File: config.mk
export PLATFORM = sky130hd
export DESIGN_NAME = hazard_stall_ctrl
export DESIGN_NICKNAME = d
export VERILOG_FILES = /design/src/rtl/hazard_stall_ctrl.sv
export SDC_FILE = /design/constraint.sdc
export NUM_CORES = 1
export LEC_CHECK = 0
export ABC_AREA = 1
export ABC_CLOCK_PERIOD_IN_PS = 1460
export CAP_MARGIN = 20
export CELL_PAD_IN_SITES_DETAIL_PLACEMENT = 1
export CELL_PAD_IN_SITES_GLOBAL_PLACEMENT = 2
export CORE_ASPECT_RATIO = 0.5
export CORE_MARGIN = 4
export CORE_UTILIZATION = 17
export CTS_CLUSTER_SIZE = 28
export DETAILED_ROUTE_END_ITERATION = 7
export GPL_ROUTABILITY_DRIVEN = 0
export PLACE_DENSITY_LB_ADDON = 0.1
export SLEW_MARGIN = 15
export SYNTH_ARGS = -nofsm -noshare
export SYNTH_HDL_FRONTEND = slang
export SYNTH_SLANG_ARGS = --single-unit
File: constraint.sdc
create_clock -name clk -period 1.46 [get_ports clk]
set_input_delay 0.146 -clock clk [delete_from_list [all_inputs] [get_ports clk]]
set_output_delay 0.146 -clock clk [all_outputs]
set_load 0.01 [all_outputs]
File: src/rtl/hazard_stall_ctrl.sv
// hazard_stall_ctrl: load-use / branch-squash / memory-wait pipeline control; counters built only with HAZARD_STATS_EN
module hazard_stall_ctrl #(
  parameter int LOAD_USE_CYCLES = 1,
  parameter int MEM_TIMEOUT     = 255
) (
  input  logic        clk,
  input  logic        rst_n,
  input  logic [4:0]  ID_Rs,
  input  logic [4:0]  ID_Rt,
  input  logic        ID_uses_Rt,
  input  logic [4:0]  EX_Rt,
  input  logic        EX_MemRead,
  input  logic        branch_taken_ID,
  input  logic        mem_req,
  input  logic        mem_ready,
  output logic        PC_write,
  output logic        IF_ID_write,
  output logic        IF_ID_flush,
  output logic        ID_EX_bubble,
  output logic        ID_EX_write,
  output logic        EX_M_write,
  output logic        M_WB_bubble,
  output logic        mem_err,
  output logic [31:0] stall_cnt,
  output logic [31:0] flush_cnt,
  output logic [31:0] memwait_cnt
);
  typedef enum logic [1:0] {RUN, LU_STALL, MEM_WAIT} state_t;
  localparam logic [15:0] TO_INIT = 16'(MEM_TIMEOUT - 1);
  localparam logic [15:0] LU_INIT = 16'(LOAD_USE_CYCLES - 2);
  state_t      state_q, state_d;
  logic [15:0] cnt_q, cnt_d;
  logic        mem_err_q, mem_err_d;
  logic        lu, mw, frz, stl, flu;
  assign lu = EX_MemRead && EX_Rt != 5'd0 && (EX_Rt == ID_Rs || (ID_uses_Rt && EX_Rt == ID_Rt));
  assign mw = mem_req && !mem_ready;
  // next state, stall counter and the freeze/stall/flush decisions; a released MEM_WAIT behaves like RUN
  always_comb begin
    state_d = state_q;
    cnt_d   = cnt_q;
    frz     = 1'b0;
    stl     = 1'b0;
    flu     = 1'b0;
    if (state_q == LU_STALL && !mw) begin
      stl     = 1'b1;
      state_d = cnt_q == 16'd0 ? RUN : LU_STALL;
      cnt_d   = cnt_q == 16'd0 ? 16'd0 : cnt_q - 16'd1;
    end else if (state_q == MEM_WAIT && !mem_ready) begin
      frz   = 1'b1;
      cnt_d = cnt_q == 16'd0 ? 16'd0 : cnt_q - 16'd1;
    end else if (mw) begin
      frz     = 1'b1;
      state_d = MEM_WAIT;
      cnt_d   = TO_INIT;
    end else if (lu && state_q != LU_STALL) begin
      stl     = 1'b1;
      state_d = LOAD_USE_CYCLES > 1 ? LU_STALL : RUN;
      cnt_d   = LOAD_USE_CYCLES > 1 ? LU_INIT : cnt_q;
    end else begin
      state_d = RUN;
      flu     = branch_taken_ID;
    end
    mem_err_d = mem_err_q || (frz && cnt_d == 16'd0);
  end
  // control state register with synchronous active-low reset
  always_ff @(posedge clk) begin
    if (!rst_n) begin
      state_q   <= RUN;
      cnt_q     <= 16'd0;
      mem_err_q <= 1'b0;
    end else begin
      state_q   <= state_d;
      cnt_q     <= cnt_d;
      mem_err_q <= mem_err_d;
    end
  end
  assign PC_write     = rst_n && !(frz || stl);
  assign IF_ID_write  = rst_n && !(frz || stl);
  assign IF_ID_flush  = !rst_n || flu;
  assign ID_EX_bubble = !rst_n || stl;
  assign ID_EX_write  = !rst_n || !frz;
  assign EX_M_write   = !rst_n || !frz;
  assign M_WB_bubble  = !rst_n || frz;
  assign mem_err      = mem_err_q;
`ifdef HAZARD_STATS_EN
  logic [31:0] stall_cnt_q, stall_cnt_d, flush_cnt_q, flush_cnt_d, memwait_cnt_q, memwait_cnt_d;
  // event counters, wrapping naturally at 2^32
  always_comb begin
    stall_cnt_d   = stall_cnt_q + 32'(stl);
    flush_cnt_d   = flush_cnt_q + 32'(flu);
    memwait_cnt_d = memwait_cnt_q + 32'(frz);
  end
  // counter registers, cleared by reset
  always_ff @(posedge clk) begin
    if (!rst_n) begin
      stall_cnt_q   <= 32'd0;
      flush_cnt_q   <= 32'd0;
      memwait_cnt_q <= 32'd0;
    end else begin
      stall_cnt_q   <= stall_cnt_d;
      flush_cnt_q   <= flush_cnt_d;
      memwait_cnt_q <= memwait_cnt_d;
    end
  end
  assign stall_cnt   = stall_cnt_q;
  assign flush_cnt   = flush_cnt_q;
  assign memwait_cnt = memwait_cnt_q;
`else
  assign stall_cnt   = 32'd0;
  assign flush_cnt   = 32'd0;
  assign memwait_cnt = 32'd0;
`endif
endmodule

* Word level (Yosys, flattened, before mapping)
Cells that the tools add are included.
** Word-level totals
- Register bits after elaboration :: 19
- Input port bits :: 22
- Output and inout bits :: 104
- Logic and storage cells :: 53
** Operators by class
- $add $sub $neg :: 1
- Equal/unequal tests :: 6
- Muxes and demuxes :: 19
- Reductions and logical operators :: 24
** Operators with widths (count)
- 16-bit two-way mux :: 4
- 16-bit zero test :: 2
- 16-bit by 1-bit subtractor with 16-bit output (second input constant) :: 1
- 1-bit two-way mux :: 12
- 5-bit equality test :: 2
- 1-bit logical AND :: 9
- 1-bit logical OR :: 7
- 2-bit two-way mux :: 3
- 1-bit zero test :: 5
- 5-bit nonzero test :: 1
- 2-bit by 1-bit equality test with 1-bit output (second input constant) :: 1
- 2-bit equality test (second input constant) :: 1
- 2-bit by 1-bit inequality test with 1-bit output (second input constant) :: 1
- 2-bit inequality test (second input constant) :: 1

* Depth between registers and ports, before layout
Gate-level depths: netlist of the first run.
- Depth in word-level cells :: 12
- Depth in mapped cells :: 15
- Depth with buffers taken out :: 14

* Worst setup path before layout of the first run
OpenSTA, ideal clock, no wires.
- Path type :: register -> register
- Start :: reg cnt_q[0]
- End :: reg mem_err_q (netlist: mem_err)
- Setup time :: 69 ps
- Data arrival time :: 1451 ps
- Required time :: 1391 ps
- Slack :: -60 ps
- Cell stages (with the launch flop) :: 15
- Path buffers :: 0
- Clock period less this slack :: 1520 ps
- Cells stage by stage :: dfxtp_1 -> inv_1 -> ha_1 -> nand3_1 -> nor2_2 -> nand2_4 -> nand2_4 -> inv_2 -> nand2_2 -> nand2_1 -> nor2_1 -> nand2_1 -> nor2_1 -> nand2_1 -> a21oi_2
** Between the ends
- Longest elaborated chain between the ends :: 7
- Elaborated cells on any way between the ends :: 9
- Classes of those cells :: 1 x add/sub; 4 x mux; 4 x reduce/logical
** RTL lines
- start: declaration :: line 32 : logic [15:0] cnt_q, cnt_d;
- start signal: assignment :: line 73 : cnt_q <= cnt_d;
- 16-bit by 1-bit subtractor with 16-bit output / 16-bit zero test (equally long branches) :: line 47, 50
- 16-bit two-way mux :: line 47, 50
- 16-bit two-way mux :: line 48 : end else if (state_q == MEM_WAIT && !mem_ready) begin
- 16-bit two-way mux (*) :: line 44 : if (state_q == LU_STALL && !mw) begin
- 16-bit zero test (*) :: line 63 : mem_err_d = mem_err_q || (frz && cnt_d == 16'd0);
- 1-bit logical AND (*) :: line 63
- 1-bit logical OR (*) :: line 63
- end signal: assignment :: line 74 : mem_err_q <= mem_err_d;
- end: declaration :: line 33 : logic mem_err_q, mem_err_d;
Mark *: on every way between the ends. The rest lies on a longest branch, timed or not.
A chain may end at the register's enable or synchronous reset.

* Worst setup path in the final report of the first run
Same ends and word-level chain as after synthesis.

==> results of run 1 <==
-- worst reg2reg max path, cell delays in order, from the launching register on --
cell,delay (ns)
dfxtp_4,0.36
inv_6,0.08
ha_4,0.15
nand3_4,0.08
nor2_4,0.10
nand2_4,0.09
nand2_8,0.14
inv_6,0.06
a21oi_4,0.17
nand3_2,0.10
nor2_2,0.12
nand2_1,0.08
a21oi_2,0.11
-- timing repair --
action | CTS | global route
setup buffers | 16 | 8
endpoints found under the setup margin | 23 | 22
resized for setup | 127 | 52
pin swaps | 41 | 34
-- synthesized netlist by cell type (all sizes together) --
| master | instances | area share (%) |
|---|---|---|
| o41ai | 1 | 0.38 |
| o21ai | 4 | 0.87 |
| conb | 1 | 0.16 |
| nor2 | 66 | 13 |
| a21oi | 4 | 1.2 |
| clkinv | 1 | 0.16 |
| a221oi | 1 | 0.38 |
| nand2 | 101 | 18 |
| dfxtp | 19 | 17 |
| ha | 2 | 1.1 |
| nor3 | 1 | 0.22 |
| or2 | 2 | 0.54 |
| nand3 | 19 | 4.6 |
| buf | 100 | 33 |
| o22ai | 1 | 0.27 |
| nand4 | 1 | 0.27 |
| xnor2 | 1 | 0.38 |
| clkbuf | 1 | 0.16 |
| xor2 | 7 | 2.7 |
| inv | 38 | 6.2 |
-- layout make-up --
class	instances	area [sq um]	area share (%)
clock inverter	1	5.00	0.150
timing repair buffer	92	764	22.9
inverter	39	164	4.90
clock buffer	3	75.1	2.24
tap	170	213	6.36
multi-input combinational	307	1720	51.3
sequential	19	407	12.2
-- power by group through the flow --
| stage | sequential, uW | clock (uW) | combinational [uW] |
|---|---|---|---|
| CTS | 587 | 635 | 929 |
| global route | 590 | 647 | 1120 |
| finish | 586 | 597 | 998 |
| floorplan | 579 | 0 | 689 |
| global placement | 586 | 0 | 820 |
| detailed placement | 587 | 0 | 821 |
-- per-stage QoR --
step,instance area [sq um],hold WS [ns],setup TNS (ns)
after floorplan,2670,0.285,0
after global placement,2740,0.447,-9.23
after detailed placement,2740,0.465,-9.34
after CTS,3190,0.476,-2.21
after global routing,3340,0.440,-2.83
final,3340,0.390,-1.39
-- flip-flops by register name (all words and copies together), names as in the netlist --
name	count
mem_err	1
state_q	2
cnt_q	16
-- cell usage in the layout (no fill, tap or decap), types with 7 or more instances in the layout --
master and count:
nand3_1 8, dlygate4sd2_1 10, nand2_1 77, nor2_2 19, conb_1 96, nor2_1 29
buf_6 13, buf_4 52, nand3_2 7, nor2_4 18, dfxtp_1 8, inv_1 25
inv_2 8, nand2_4 7, nand2_2 16
-- cell families (layout without fill, tap and decap cells) --
| kind of cell | Yosys count | after routing | share of synthesized area (%) |
|---|---|---|---|
| simple gates | 190 | 190 | 36.8 |
| compound gates | 11 | 11 | 3.10 |
| fa+ha+maj | 2 | 2 | 1.09 |
| other cells | 1 | 96 | 0.163 |
| buf+inv | 140 | 135 | 39.2 |
| flops | 19 | 19 | 16.5 |
| xor+xnor | 8 | 8 | 3.05 |
-- metal layers --
layer	routed length (um)	up-vias	share of wire (%)
met4	34	0	0.46
met1	3570	1010	48
met5	0	-	0
met3	532	2	7.2
met2	3270	104	44
li1	-	1107	-
-- worst paths after layout --
kind / startpoint / end / cells after the start
max: cnt_q[0] / mem_err / 12
min: mem_req / state_q[0] / 5
max reg2reg: cnt_q[0] / mem_err / 12
min reg2reg: mem_err / mem_err / 2
==> impl_results.md, run 1 <==
* Status: finished, violations left
* Failing checks: setup timing
* Sequential power share at 26.9%
* Sequential area share after synthesis at 16.5%
* Antenna-violating nets left at 0
* Drt first pass iters at 4
* Net Sw Frac at 39.7%
* CTS Buf Count at 3
* Tot GR Track Use at 9.10%
* Crit path max-delay cell type: dfxtp_4
* Total Nets Final at 486
* Clk sink count at 19
* Net Sw Power at 866 uW
* Area delta synth->final at 45.5%
* Syn Area/Cell at 6.20 sq um
* Global-route wire length before repair at 11500 um
* Layout cells sized above 1 at 39.7%
* Gr ovfl total at 0
* Inserted Diodes at 0
* GR peak layer: met2
* Die Ht at 90.2 um
* Max-slew violation count at 0
* Clock Tree Buf Depth at 2
* Drt first-iter violations at 58
* Synth warnings at 0
* Most used cell, CP: inv_6
* Place WS at -0.800 ns
* Placed Instances at 606
* Top Ports at 126
* Post-synthesis cell count at 371
* Clock share of power at 27.4%
* # hold bufs at CTS at 0
* Crit-path leading delay family: simple AND/OR/NAND/NOR gates
* Critical-path cell list: inv_6, ha_4, nand3_4, nor2_4, nand2_4, nand2_8, inv_6, a21oi_4, nand3_2, nor2_2, nand2_1, a21oi_2
* DIE WIDTH at 172 um
* Pleak at 0.00175 uW
* Clock Latency Late Sink at 0.26 ns
* Die area at 0.0156 sq mm
* Critical Path AT at 1.90 ns
* Initial antenna violation count at 0
* CTS tree: built
* Via density per instance at 3.52
* Final Util at 25.8%
* Buf/Inv on CP at 2
* Grt met2 use at 15.1%
* Row count at 29
* Drt drc at 0
* Int Power at 1310 uW
* CP peak stage delay at 0.36 ns
* FMAX at 584 MHz
* Max Cap Viol at 0
* Crit end category: register
* Vias in the first global route at 2283
* Yosys reg bits at 19
* Comb pwr share at 45.8%
* Number of distinct library cells after synthesis at 30
* Synthesized area at 0.00230 sq mm
* WS Path Type: register to register
* Filler cells at 1652
* Pwr Density at 652 mW/mm^2
* Met3 Use GR at 1.27%
* Setup Skew at 0.00537 ns
* Core area at 0.0130 sq mm
* Largest net degree at the start of global routing at 18
* Peak VDD IR at 0.315 mV
* CTS Root Cell: clkbuf_16
* Finished Layout Cells at 631
* Htree depth at 1
* CTS clk-pin slew, worst paths at 0.06 ns
* Final Hold Viols at 0
* Hold Path Class: input port to register
* Worst Path Required at 1.65 ns
* Post-route minimum period at 1.71 ns
* # setup viols final at 11
* Critical Path Source Type: register
* Initial core utilization at 17.7%
* Detailed placement HPWL at 5810 um
* Fin crit share at 117%
* Worst setup margin at -0.253 ns
* Final WL at 7410 um
* DR vias at 2223
* Total chip power at 2180 uW
* Reg2Reg Setup Slack at -0.25 ns
* Met1 usage at 12.6%
* Worst Path Max Fanout at 8
* Count of input and output buffers at 29
* Avg WL per Cell at 11.7 um
* RSZ-0062 raised after global routing: true
Power figures use the tool's default switching activity.
==> run 2, diff against run 1 <==
Settings changed: CAP_MARGIN 20 to 25.
==> results of run 2 <==
Final layout, timing and power as in run 1 (identical DEF).
==> run 3, diff against run 2 <==
Settings changed: CORE_MARGIN 4 to unset.
==> run 3 against run 2 <==
Compared with the run above: sequential power barely moved; maximum frequency grew 1.6%; clock power up 2%; the run ends with DRC, setup timing left; die area down 9.9%; non-clock buffer count grew 1; utilization is 0.55 points lower; hold slack improved by 0.077 ns; count of clock-buffer cells in the layout unchanged; worst setup slack improved by 0.026 ns; via count is 2.2% lower; cell count grew 0.16%.
==> impl_results.md, run 3 (synthesis results as in run 1) <==
* Status: finished, violations left (unchanged)
* Failing checks: DRC, setup timing (was setup timing)
* DIE WIDTH at 166 um (was 172 um)
* Pleak at 0.00172 uW (was 0.00175 uW)
* Largest net degree at the start of global routing at 18 (unchanged)
* Max Cap Viol at 0 (unchanged)
* Final Util at 25.3% (was 25.8%)
* Top reg by flops: cnt_q (unchanged)
* Drt first pass iters at 8 (was 4)
* RSZ-0062 raised after global routing: true (unchanged)
* Worst Path Required at 1.66 ns (was 1.65 ns)
* Core area at 0.0129 sq mm (was 0.0130 sq mm)
* Vias in the first global route at 2091 (was 2283)
* Worst setup margin at -0.226 ns (was -0.253 ns)
* Commonest cells after routing, fill and taps aside: 96 x conb_1, 77 x nand2_1, 58 x buf_4, 34 x nor2_1, 24 x inv_1 (was 96 x conb_1, 77 x nand2_1, 52 x buf_4, 29 x nor2_1, 25 x inv_1)
* Htree depth at 1 (unchanged)
* CTS Root Cell: clkbuf_16 (unchanged)
* Area delta synth->final at 42.0% (was 45.5%)
* Avg WL per Cell at 10.9 um (was 11.7 um)
* Critical Path AT at 1.88 ns (was 1.90 ns)
* Drt first-iter violations at 72 (was 58)
* Die area at 0.0140 sq mm (was 0.0156 sq mm)
* Worst Path Max Fanout at 5 (was 8)
* Post-route minimum period at 1.69 ns (was 1.71 ns)
* CTS Buf Count at 3 (unchanged)
* WS Path Type: register to register (unchanged)
* # setup viols final at 8 (was 11)
* Min-Delay Endpoint: mem_err (was state_q[0])
* CTS tree: built (unchanged)
* Initial antenna violation count at 0 (unchanged)
* Reg2Reg Setup Slack at -0.23 ns (was -0.25 ns)
* Clock Tree Buf Depth at 2 (unchanged)
* Peak VDD IR at 0.295 mV (was 0.315 mV)
* Global-route wire length before repair at 10900 um (was 11500 um)
* Final WL at 6870 um (was 7410 um)
* CTS clk-pin slew, worst paths at 0.06 ns (about the same)
* Row count at 29 (unchanged)
* DR vias at 2175 (was 2223)
* Initial core utilization at 17.8% (was 17.7%)
* Final Hold Viols at 0 (unchanged)
* Clk sink count at 19 (unchanged)
* FMAX at 593 MHz (was 584 MHz)
* Detailed placement HPWL at 5490 um (was 5810 um)
* Max FFs per register at 16 (unchanged)
* Hold Crit Depth at 2 (was 5)
* Die Ht at 84.2 um (was 90.2 um)
* Gr ovfl total at 0 (unchanged)
* Layout cells sized above 1 at 39.6% (was 39.7%)
* Worst hold slack at 0.466 ns (was 0.390 ns)
* Critical Path Source Type: register (unchanged)
* Antenna-violating nets left at 0 (unchanged)
* Tot GR Track Use at 9.78% (was 9.10%)
* Via density per instance at 3.44 (was 3.52)
* Worst R2R End: mem_err (unchanged)
* Commonest non-fill, non-tap cell in the layout: conb_1 (unchanged)
* Inserted Diodes at 0 (unchanged)
* Max-slew violation count at 0 (unchanged)
* Worst reg2reg path depth at 13 (was 12)
* Drt drc at 11 (was 0)
* Crit end category: register (unchanged)
* Top Ports at 126 (unchanged)
* # hold bufs at CTS at 0 (unchanged)
* Count of input and output buffers at 29 (unchanged)
* Clock Latency Late Sink at 0.26 ns (about the same)
* Setup Skew at 0.00313 ns (was 0.00537 ns)
* Pwr Density at 665 mW/mm^2 (was 652 mW/mm^2)
* Hold_sp: mem_err (was mem_req)
* Total Nets Final at 487 (was 486)
* Hold Path Class: register to register (was input port to register)
* Reg2Reg Launch Point: state_q[0] (was cnt_q[0])
* Fin crit share at 116% (was 117%)
==> run 3: metal layers <==
metal / GRT usage, % / vias to the layer above / share of wire, %
li1: - / 1105 / -
met1: 13.3 / 966 / 48
met2: 16.5 / 102 / 45
met3: 1.46 / 2 / 6.2
met4: 1.77 / 0 / 0.52
met5: 0 / - / 0
==> run 3: cell type report <==
type                            count  area, sq um
Fill cell                        1632         9650
Multi-Input combinational cell    307         1680
Timing Repair Buffer               93          732
Sequential cell                    19          398
Tap cell                          170          213
Inverter                           39          159
Clock buffer                        3         75.1
Clock inverter                      1         5.00
==> run 3: where the power goes <==
group / internal (uW) / switching (uW)
sequential: 546 / 40.6
clock: 369 / 237
combinational: 402 / 578
total: 1320 / 856
==> run 3: worst max-delay path by stage <==
stage | startpoint | slack, ns | cells after the start | endpoint
after floorplan | cnt_q[0] | 0.006 | 14 | mem_err
final | state_q[0] | -0.23 | 13 | mem_err
after detailed placement | EX_Rt[3] | -0.81 | 12 | ID_EX_bubble
after global routing | cnt_q[3] | -0.36 | 13 | mem_err
after global placement | EX_Rt[3] | -0.79 | 12 | ID_EX_bubble
after CTS | cnt_q[0] | -0.29 | 14 | mem_err
==> run 3: through the flow <==
step | setup TNS (ns) | cell area, sq um | power [uW] | instances | worst slack [ns]
after CTS | -0.876 | 3070 | 2120 | 629 | -0.290
final | -0.656 | 3260 | 2170 | 632 | -0.226
after detailed placement | -7.86 | 2780 | 1430 | 612 | -0.810
after floorplan | 0 | 2670 | 1270 | 466 | 0.00583
after global placement | -7.78 | 2780 | 1420 | 612 | -0.794
after global routing | -1.68 | 3260 | 2330 | 632 | -0.355
==> run 3: timing repair <==
action                                  in CTS  in global routing
endpoints found under the setup margin      16                 16
gates resized for setup                    106                 56
pin swaps                                   32                 33
setup buffers                               13                  4
==> run 3: worst max-delay path: stages (launching register included) <==
cell     delay (ns)
dfxtp_2        0.32
inv_4          0.07
nor2_4         0.04
inv_2          0.06
nand3_2        0.11
buf_6          0.15
or2_2          0.27
nand2_2        0.08
nand2_1        0.06
inv_2          0.07
nand3_2        0.08
nor2_1         0.10
nand2_1        0.08
a21oi_2        0.11
